===== src/rtl/kolibri_pkg.sv =====
// Shared bus-timing definitions for the Kolibri glue: Gray-coded 6309 phase
// states, default timing constants and the E/Q level decode.
package kolibri_pkg;

   typedef enum logic [1:0] {
      S_EF = 2'b00,
      S_QR = 2'b01,
      S_ER = 2'b11,
      S_QF = 2'b10
   } phase_e;

   localparam int unsigned PHASE_DEFAULT    = 4;
   localparam int unsigned WAIT_MAX_DEFAULT = 64;

   function automatic logic e_level(input phase_e s);
      return (s == S_ER) || (s == S_QF);
   endfunction

   function automatic logic q_level(input phase_e s);
      return (s == S_QR) || (s == S_ER);
   endfunction

endpackage


===== src/rtl/sync2.sv =====
// Two-flop synchroniser for asynchronous inputs (nWAIT, MISO, ...).
// Resets to RESET_VAL so an idle-high input reads inactive out of reset.
module sync2 #(
   parameter logic RESET_VAL = 1'b1
) (
   input  logic clk,
   input  logic rst_n,
   input  logic d,
   output logic q
);

   logic s1_q, s1_d;
   logic s2_q, s2_d;

   always_comb begin
      s1_d = d;
      s2_d = s1_q;
   end

   always_ff @(posedge clk) begin
      if (!rst_n) begin
         s1_q <= RESET_VAL;
         s2_q <= RESET_VAL;
      end else begin
         s1_q <= s1_d;
         s2_q <= s2_d;
      end
   end

   assign q = s2_q;

endmodule


===== src/rtl/eq_clock_gen.sv =====
// 6309E quadrature clock generator: E/Q phase sequencer with /WAIT stretch
// and timeout, MMU strobe, and free-running /2 and /4 peripheral clocks.
module eq_clock_gen
   import kolibri_pkg::*;
#(
   parameter int unsigned PHASE    = PHASE_DEFAULT,
   parameter int unsigned WAIT_MAX = WAIT_MAX_DEFAULT,
   parameter int unsigned CW       = 7
) (
   input  logic MHZ48,
   input  logic nRES,
   input  logic nWAIT,
   output logic MHZ24,
   output logic MHZ12,
   output logic nQ,
   output logic nE,
   output logic nSTROBE
);

   localparam int unsigned PW = (PHASE > 1) ? $clog2(PHASE) : 1;
   localparam logic [PW-1:0] PH_LAST = PW'(PHASE - 1);
   localparam logic [CW-1:0] STR_MAX = CW'(WAIT_MAX);

   phase_e          state_q, state_d;
   logic [PW-1:0]   ph_cnt_q, ph_cnt_d;
   logic [CW-1:0]   stretch_q, stretch_d;
   logic            mhz24_q, mhz24_d;
   logic            mhz12_q, mhz12_d;
   logic            nq_q, nq_d;
   logic            ne_q, ne_d;
   logic            nstrobe_q, nstrobe_d;
   logic            wait_s;

   sync2 #(.RESET_VAL(1'b1)) u_wait_sync (
      .clk   (MHZ48),
      .rst_n (nRES),
      .d     (nWAIT),
      .q     (wait_s)
   );

   always_comb begin
      state_d   = state_q;
      ph_cnt_d  = ph_cnt_q + 1'b1;
      stretch_d = stretch_q;

      if (ph_cnt_q == PH_LAST) begin
         ph_cnt_d = '0;
         case (state_q)
            S_EF: state_d = S_QR;
            S_QR: state_d = S_ER;
            S_ER: state_d = S_QF;
            S_QF: begin
               // Stretch holds the counter at terminal so each wait cycle adds exactly one clock.
               if (!wait_s && (stretch_q < STR_MAX)) begin
                  ph_cnt_d  = ph_cnt_q;
                  stretch_d = stretch_q + 1'b1;
               end else begin
                  state_d   = S_EF;
                  stretch_d = '0;
               end
            end
            default: state_d = S_EF;
         endcase
      end

      mhz24_d = ~mhz24_q;
      mhz12_d = mhz12_q ^ mhz24_q;

      // Decode from the next state so the pins move on the same edge as the state.
      ne_d      = ~e_level(state_d);
      nq_d      = ~q_level(state_d);
      nstrobe_d = (state_d != S_QR);
   end

   always_ff @(posedge MHZ48) begin
      if (!nRES) begin
         state_q   <= S_EF;
         ph_cnt_q  <= '0;
         stretch_q <= '0;
         mhz24_q   <= 1'b0;
         mhz12_q   <= 1'b0;
         nq_q      <= 1'b1;
         ne_q      <= 1'b1;
         nstrobe_q <= 1'b1;
      end else begin
         state_q   <= state_d;
         ph_cnt_q  <= ph_cnt_d;
         stretch_q <= stretch_d;
         mhz24_q   <= mhz24_d;
         mhz12_q   <= mhz12_d;
         nq_q      <= nq_d;
         ne_q      <= ne_d;
         nstrobe_q <= nstrobe_d;
      end
   end

   assign MHZ24   = mhz24_q;
   assign MHZ12   = mhz12_q;
   assign nQ      = nq_q;
   assign nE      = ne_q;
   assign nSTROBE = nstrobe_q;

endmodule


===== config.mk =====
export PLATFORM = sky130hd
export DESIGN_NAME = eq_clock_gen
export DESIGN_NICKNAME = d
export VERILOG_FILES = /design/src/rtl/kolibri_pkg.sv /design/src/rtl/sync2.sv /design/src/rtl/eq_clock_gen.sv
export SDC_FILE = /design/constraint.sdc
export NUM_CORES = 1
export LEC_CHECK = 0
export CAP_MARGIN = 20
export CORE_MARGIN = 2
export CORE_UTILIZATION = 52
export DETAILED_ROUTE_END_ITERATION = 10
export GPL_TIMING_DRIVEN = 1
export PLACE_DENSITY = 0.86
export SYNTH_ARGS = -nofsm -noshare
export SYNTH_HDL_FRONTEND = slang
export SYNTH_HIERARCHICAL = 1
export SYNTH_SLANG_ARGS = --single-unit

===== constraint.sdc =====
create_clock -name MHZ48 -period 2 [get_ports MHZ48]
set_clock_uncertainty 0.05 [all_clocks]
set_input_delay 0.3 -clock MHZ48 [delete_from_list [all_inputs] [get_ports MHZ48]]
set_output_delay 0.3 -clock MHZ48 [all_outputs]
set_load 0.005 [all_outputs]

==> results of run 1 <==
==> layer usage <==
metal	track usage [%]	up-vias
met2	28.7	16
met1	20.7	258
li1	-	303
met5	0	-
met4	10.3	0
met3	8.26	7
==> cell usage in the layout, fill, tap and decap left out, drive strengths merged, types with 3 or more instances in the layout <==
master | synthesis | layout
nor2 | 6 | 6
nand2 | 12 | 12
nand2b | 3 | 3
dfxtp | 18 | 18
a21oi | 8 | 8
o21ai | 4 | 4
nand3 | 4 | 4
or3 | 5 | 5
clkbuf | 0 | 3
clkdlybuf4s50 | 0 | 7
==> flip-flops by register name, summed over array words and instances, names as in the netlist <==
register          count
nE                    1
u_wait_sync/s1_q      1
nSTROBE               1
ph_cnt_q              2
u_wait_sync/q         1
MHZ24                 1
state_q               2
nQ                    1
MHZ12                 1
stretch_q             7
==> power groups by stage <==
stage | registers [mW] | logic (mW) | clock network, mW
final | 0.384 | 0.0572 | 0.173
after global routing | 0.386 | 0.0631 | 0.197
after CTS | 0.384 | 0.0574 | 0.178
after detailed placement | 0.392 | 0.0569 | 0
after global placement | 0.391 | 0.0558 | 0
after floorplan | 0.391 | 0.0353 | 0
==> worst max-delay path, delay by kind of cell (launching register included) <==
family	cells	cell delay (ns)
AO/OA/AOI/OAI	1	0.16
flip-flops	1	0.37
AND/OR/NAND/NOR	2	0.72
adder cells (fa/ha/maj)	1	0.36
==> path summary, 6_finish.rpt <==
kind / from / endpoint / slack [ns]
max: ph_cnt_q[0] / stretch_q[5] / 0.27
min reg2reg: u_wait_sync/s1_q / u_wait_sync/q / 0.38
max reg2reg: ph_cnt_q[0] / stretch_q[5] / 0.27
min: u_wait_sync/s1_q / u_wait_sync/q / 0.38
==> cells by family (layout without fill, tap and decap cells) <==
kind of cell | count (synthesis) | in the layout | share of synthesized area (%)
AND/OR/NAND/NOR | 37 | 37 | 27.4
XOR/XNOR | 2 | 2 | 2.35
AO/OA/AOI/OAI | 18 | 18 | 13.4
flip-flops | 18 | 18 | 48.4
buffers and inverters | 4 | 12 | 5.04
adder cells (fa/ha/maj) | 2 | 2 | 3.36
==> area by class of cell <==
type                    count  area, um^2
flip-flops and latches     18         360
inverters                   1        3.75
well taps                  15        18.8
fillers                   109         488
repair buffers              8        77.6
clock buffers               3        22.5
multi-input cells          59         347
==> out/metrics.csv, run 1 <==
stage,metric,value,unit
placement,cell area after placement,807,um^2
setup_path,CP Max Fanout,11,
routing,M1 wire length,620,um
clocking,Longest Clk Path Bufs,2,
grt,initial antenna violation count,0,
yosys,Netlist Area Pre-Place,744,um^2
routing,Detailed Route WL,1.38,mm
sta,fin. max-slew vios,0,
yosys,YS warnings,6,
pwr,Pint,0.476,mW
routing,DRT Pass-1 Iters,4,
clocking,H-tree depth,1,
routing,top sig layer,met4,
placement,placed insts,101,
pwr,leakage,0.320,nW
clocking,Post-CTS Setup Inserts,0,
setup_path,CP cell instances,ha_1 > nand3b_4 > or4_1 > a31oi_1,
yosys,top-area cell type share of the netlist area,48.4,%
sta,fmax,578,MHz
clocking,clk_lat worst skew,0.29,ns
sta,final setup TNS,0,ns
min_path,hold path depth,1,
clocking,clock transition at the registers of the reported paths,0.09,ns
pwr,sequential share of power,62.6,%
pwr,peak supply drop,0.000372,V
pwr,P per Cell Area,741,nW/um^2
placement,port buffer count,7,
yosys,cell taking the most area after synthesis,dfxtp_1,
clocking,Num CTS Buffers,3,
floorplanning,row cnt,13,
routing,Routed wire per std cell,13.3,um
pwr,combinational share of power,9.3,%
floorplanning,Initial Util,56.5,%
setup_path,R2R depth,4,
yosys,Post-synth EDFFs,0,
floorplanning,core area,1320,um^2
sta,slew margin rel.,66.0,%
placement,RD Place Congestion,0.819,
yosys,Unique masters post-synth,23,
sta,Slew @ Worst Pin,0.508,ns
cells_and_area,Final Net Count,96,
yosys,Synth area leaders,"dfxtp_1 48%, nand2_1 6.1%, a21oi_1 5.4%, buf_6 4.5%, ha_1 3.4%",
sta,fin crit share,86.5,%
yosys,Synth Instances,81,
routing,post-route ant nets,0,
floorplanning,io pins,8,
sta,final hold slack,0.383,ns
min_path,hold crit path type,flop to flop,
yosys,#FFs+latches synth,18,
routing,met2 wire len,633,um
floorplanning,die area,1750,um^2
cells_and_area,Final Non-Filler Cells,104,
setup_path,critical path launch point type,flop,
yosys,Post-synth top cells,"18 x dfxtp_1, 12 x nand2_1, 8 x a21oi_1, 6 x nor2_1",
grt,largest net degree at the start of global routing,12,
yosys,Mapped Nets,86,
setup_path,CP max stage cell,or4_1,
sta,# setup viols final,0,
routing,DR DRC count,0,
setup_path,Worst Setup End Kind,flop,
floorplanning,Die Width,41.8,um
routing,Vias,584,
setup_path,critical setup path kind,flop to flop,
cells_and_area,Finished Core Util,63.0,%
placement,post-DP HPWL,998,um
yosys,register area share after synthesis,48.4,%
placement,pre-CTS setup slack,0.283,ns
outcome,status,"finished, final reports clean",
sta,"Hold Violations, Final",0,
sta,final worst slack,0.270,ns
sta,RSZ-0062 raised after global routing,false,
clocking,clock root cell,clkbuf_4,
clocking,post-CTS sizing,0,
pwr,switching pwr,0.139,mW
cells_and_area,Layout area overhead,11.4,%
flow_run,max cap viols,0,
clocking,hold_buf cts,0,
routing,drt initial violations,14,
cells_and_area,fin area,830,um^2
setup_path,worst endpoint required time,2.18,ns
clocking,TritonCTS Sinks,18,
setup_path,Arrival @ worst endpoint,1.91,ns
pwr,Net Sw Frac,22.6,%
grt,gr usage total,18.4,%
grt,gr ovfl total,0,
yosys,"Top FF cell, synth",dfxtp_1,
clocking,CTS tree,built,
yosys,ys async rst share,0,%
grt,number of global-route vias before repair,567,
cells_and_area,# diodes,0,
routing,met3 routed WL,81,um
yosys,Syn Area/Cell,9.19,um^2
grt,first-pass GRT wire length,2.42,mm
setup_path,Max stage delay on crit path,0.55,ns
pwr,Clk pwr share,28.1,%
cells_and_area,share of layout cells above drive strength 1,7.87,%
sta,crit path time final,1.73,ns
pwr,Pwr Total,0.614,mW
floorplanning,Die Height,41.8,um
yosys,top-count cell post-synth,dfxtp_1,
routing,DR vias/cell,5.62,
Note: power is estimated with default switching activity, not from simulation.
==> run 2: changes to the inputs <==
--- a/config.mk
+++ b/config.mk
@@ -6,11 +6,12 @@
 export NUM_CORES = 1
 export LEC_CHECK = 0
 export CAP_MARGIN = 20
-export CORE_MARGIN = 2
-export CORE_UTILIZATION = 52
+export CORE_AREA = 2 2 39 41
 export DETAILED_ROUTE_END_ITERATION = 10
+export DIE_AREA = 0 0 41 43
+export DONT_BUFFER_PORTS = 1
 export GPL_TIMING_DRIVEN = 1
-export PLACE_DENSITY = 0.86
+export PLACE_DENSITY = 0.83
 export SYNTH_ARGS = -nofsm -noshare
 export SYNTH_HDL_FRONTEND = slang
 export SYNTH_HIERARCHICAL = 1
==> run 2 against run 1 <==
Effect of this change:
- sequential power about the same
- critical path depth is the same
- flip-flop and latch count unchanged
- clock power up 24%
- count of clock-buffer cells in the layout is 1 higher
- maximum frequency is 1.5% higher
- global-route usage shrank 1.2 points
- final area decreased by 7.5%
- worst setup slack better by 0.026 ns
- worst hold slack got worse by 0.35 ns
- sequential share of layout area grew 3.5 points
- critical endpoint unchanged
==> out/metrics.csv, run 2 (synthesis gave the netlist of run 1 again) <==
stage,metric,value,unit
placement,port buffer count,0,
flow_run,max cap viols,0,
clocking,CTS tree,built,
setup_path,Worst Path Buf+Inv,0,
cells_and_area,Finished Core Util,55.4,%
setup_path,CP cell instances,ha_1 > nand3b_4 > or4_1 > a31oi_1,
placement,pre-CTS setup slack,0.303,ns
pwr,leakage,0.294,nW
setup_path,CP Max Fanout,11,
setup_path,critical path launch point type,flop,
cells_and_area,Final Net Count,88,
routing,Routed wire per std cell,12.5,um
placement,cell area after placement,731,um^2
clocking,clk_lat worst skew,0.29,ns
cells_and_area,fin area,767,um^2
routing,DR DRC count,0,
sta,fmax,587,MHz
sta,final hold slack,0.0283,ns
grt,largest net degree at the start of global routing,16,
routing,drt initial violations,4,
cells_and_area,# diodes,0,
setup_path,critical setup path kind,flop to flop,
grt,gr usage total,17.2,%
cells_and_area,"most common cell after layout, fill and taps aside",dfxtp_1,
placement,post-DP HPWL,875,um
sta,"Hold Violations, Final",0,
clocking,Post-CTS Setup Inserts,0,
grt,first-pass GRT wire length,2.04,mm
setup_path,CP max stage cell,or4_1,
setup_path,"CP delay by family, top",simple AND/OR/NAND/NOR gates,
clocking,TritonCTS Sinks,18,
sta,fin. max-slew vios,0,
sta,fin crit share,85.2,%
clocking,clock transition at the registers of the reported paths,0.09,ns
setup_path,worst endpoint required time,2.17,ns
floorplanning,core area,1380,um^2
floorplanning,row cnt,14,
clocking,post-CTS sizing,0,
cells_and_area,Final Non-Filler Cells,98,
setup_path,Arrival @ worst endpoint,1.87,ns
floorplanning,Die Height,43,um
clocking,clock root cell,clkbuf_4,
floorplanning,Initial Util,53.8,%
sta,Slew @ Worst Pin,0.534,ns
placement,RD Place Congestion,0.789,
min_path,hold crit path type,primary input to flop,
grt,number of global-route vias before repair,515,
sta,RSZ-0062 raised after global routing,false,
clocking,Num CTS Buffers,3,
cells_and_area,number of fill cells,119,
cells_and_area,number of flip-flops under the largest register name,7,
cells_and_area,Top Registers,"stretch_q x7, ph_cnt_q x2, state_q x2",
cells_and_area,Layout area overhead,3.03,%
sta,slew margin rel.,64.3,%
clocking,H-tree depth,1,
setup_path,Max stage delay on crit path,0.54,ns
clocking,hold_buf cts,0,
setup_path,Worst Setup End Kind,flop,
outcome,status,"finished, final reports clean",
cells_and_area,"commonest cells after routing, fill and taps aside","18 x dfxtp_1, 12 x nand2_1, 8 x a21oi_1",
routing,Vias,577,
routing,Detailed Route WL,1.22,mm
placement,placed insts,94,
sta,crit path time final,1.70,ns
cells_and_area,share of layout cells above drive strength 1,8.54,%
grt,gr ovfl total,0,
grt,initial antenna violation count,0,
sta,final worst slack,0.296,ns
floorplanning,Die Width,41,um
pwr,peak supply drop,0.000478,V
floorplanning,die area,1760,um^2
routing,post-route ant nets,0,
cells_and_area,Reg with most FFs,stretch_q,
pwr,Pwr Total,0.635,mW
floorplanning,io pins,8,
routing,DRT Pass-1 Iters,4,
pwr,P per Cell Area,828,nW/um^2
routing,DR vias/cell,5.89,
clocking,Longest Clk Path Bufs,2,
sta,# setup viols final,0,
sta,final setup TNS,0,ns
==> run 2: final timing paths <==
| path | startpoint | end | slack [ns] | cells past startpoint |
|---|---|---|---|---|
| worst min-delay path | nRES | nQ | 0.03 | 1 |
| worst max-delay path | ph_cnt_q[0] | stretch_q[5] | 0.30 | 4 |
| worst min register to register | u_wait_sync/s1_q | u_wait_sync/q | 0.37 | 1 |
| worst max register to register | ph_cnt_q[0] | stretch_q[5] | 0.30 | 4 |
==> run 2: layer usage <==
metal | global-route usage (%) | vias to the layer above | share of wire, %
met5 | 0 | - | 0
met4 | 6.67 | 0 | 0.82
met3 | 8.90 | 2 | 6.0
met2 | 23.8 | 18 | 45
met1 | 22.1 | 271 | 48
li1 | - | 286 | -
==> run 2: worst register-to-register path: stages (launching register included) <==
cell	delay, ns
dfxtp_1	0.36
ha_1	0.35
nand3b_4	0.17
or4_1	0.54
a31oi_1	0.17
==> run 2: report_power, final <==
part | total [mW] | internal (mW) | switching [mW]
sequential | 0.385 | 0.374 | 0.0114
clock | 0.214 | 0.111 | 0.103
combinational | 0.0359 | 0.0169 | 0.0190
==> run 2: area by class of cell <==
class / instances / area [um^2] / share of cell area, %
multi-input cells: 59 / 347 / 45.2
flip-flops and latches: 18 / 360 / 47.0
clock buffers: 4 / 36.3 / 4.73
inverters: 1 / 3.75 / 0.489
well taps: 16 / 20.0 / 2.61
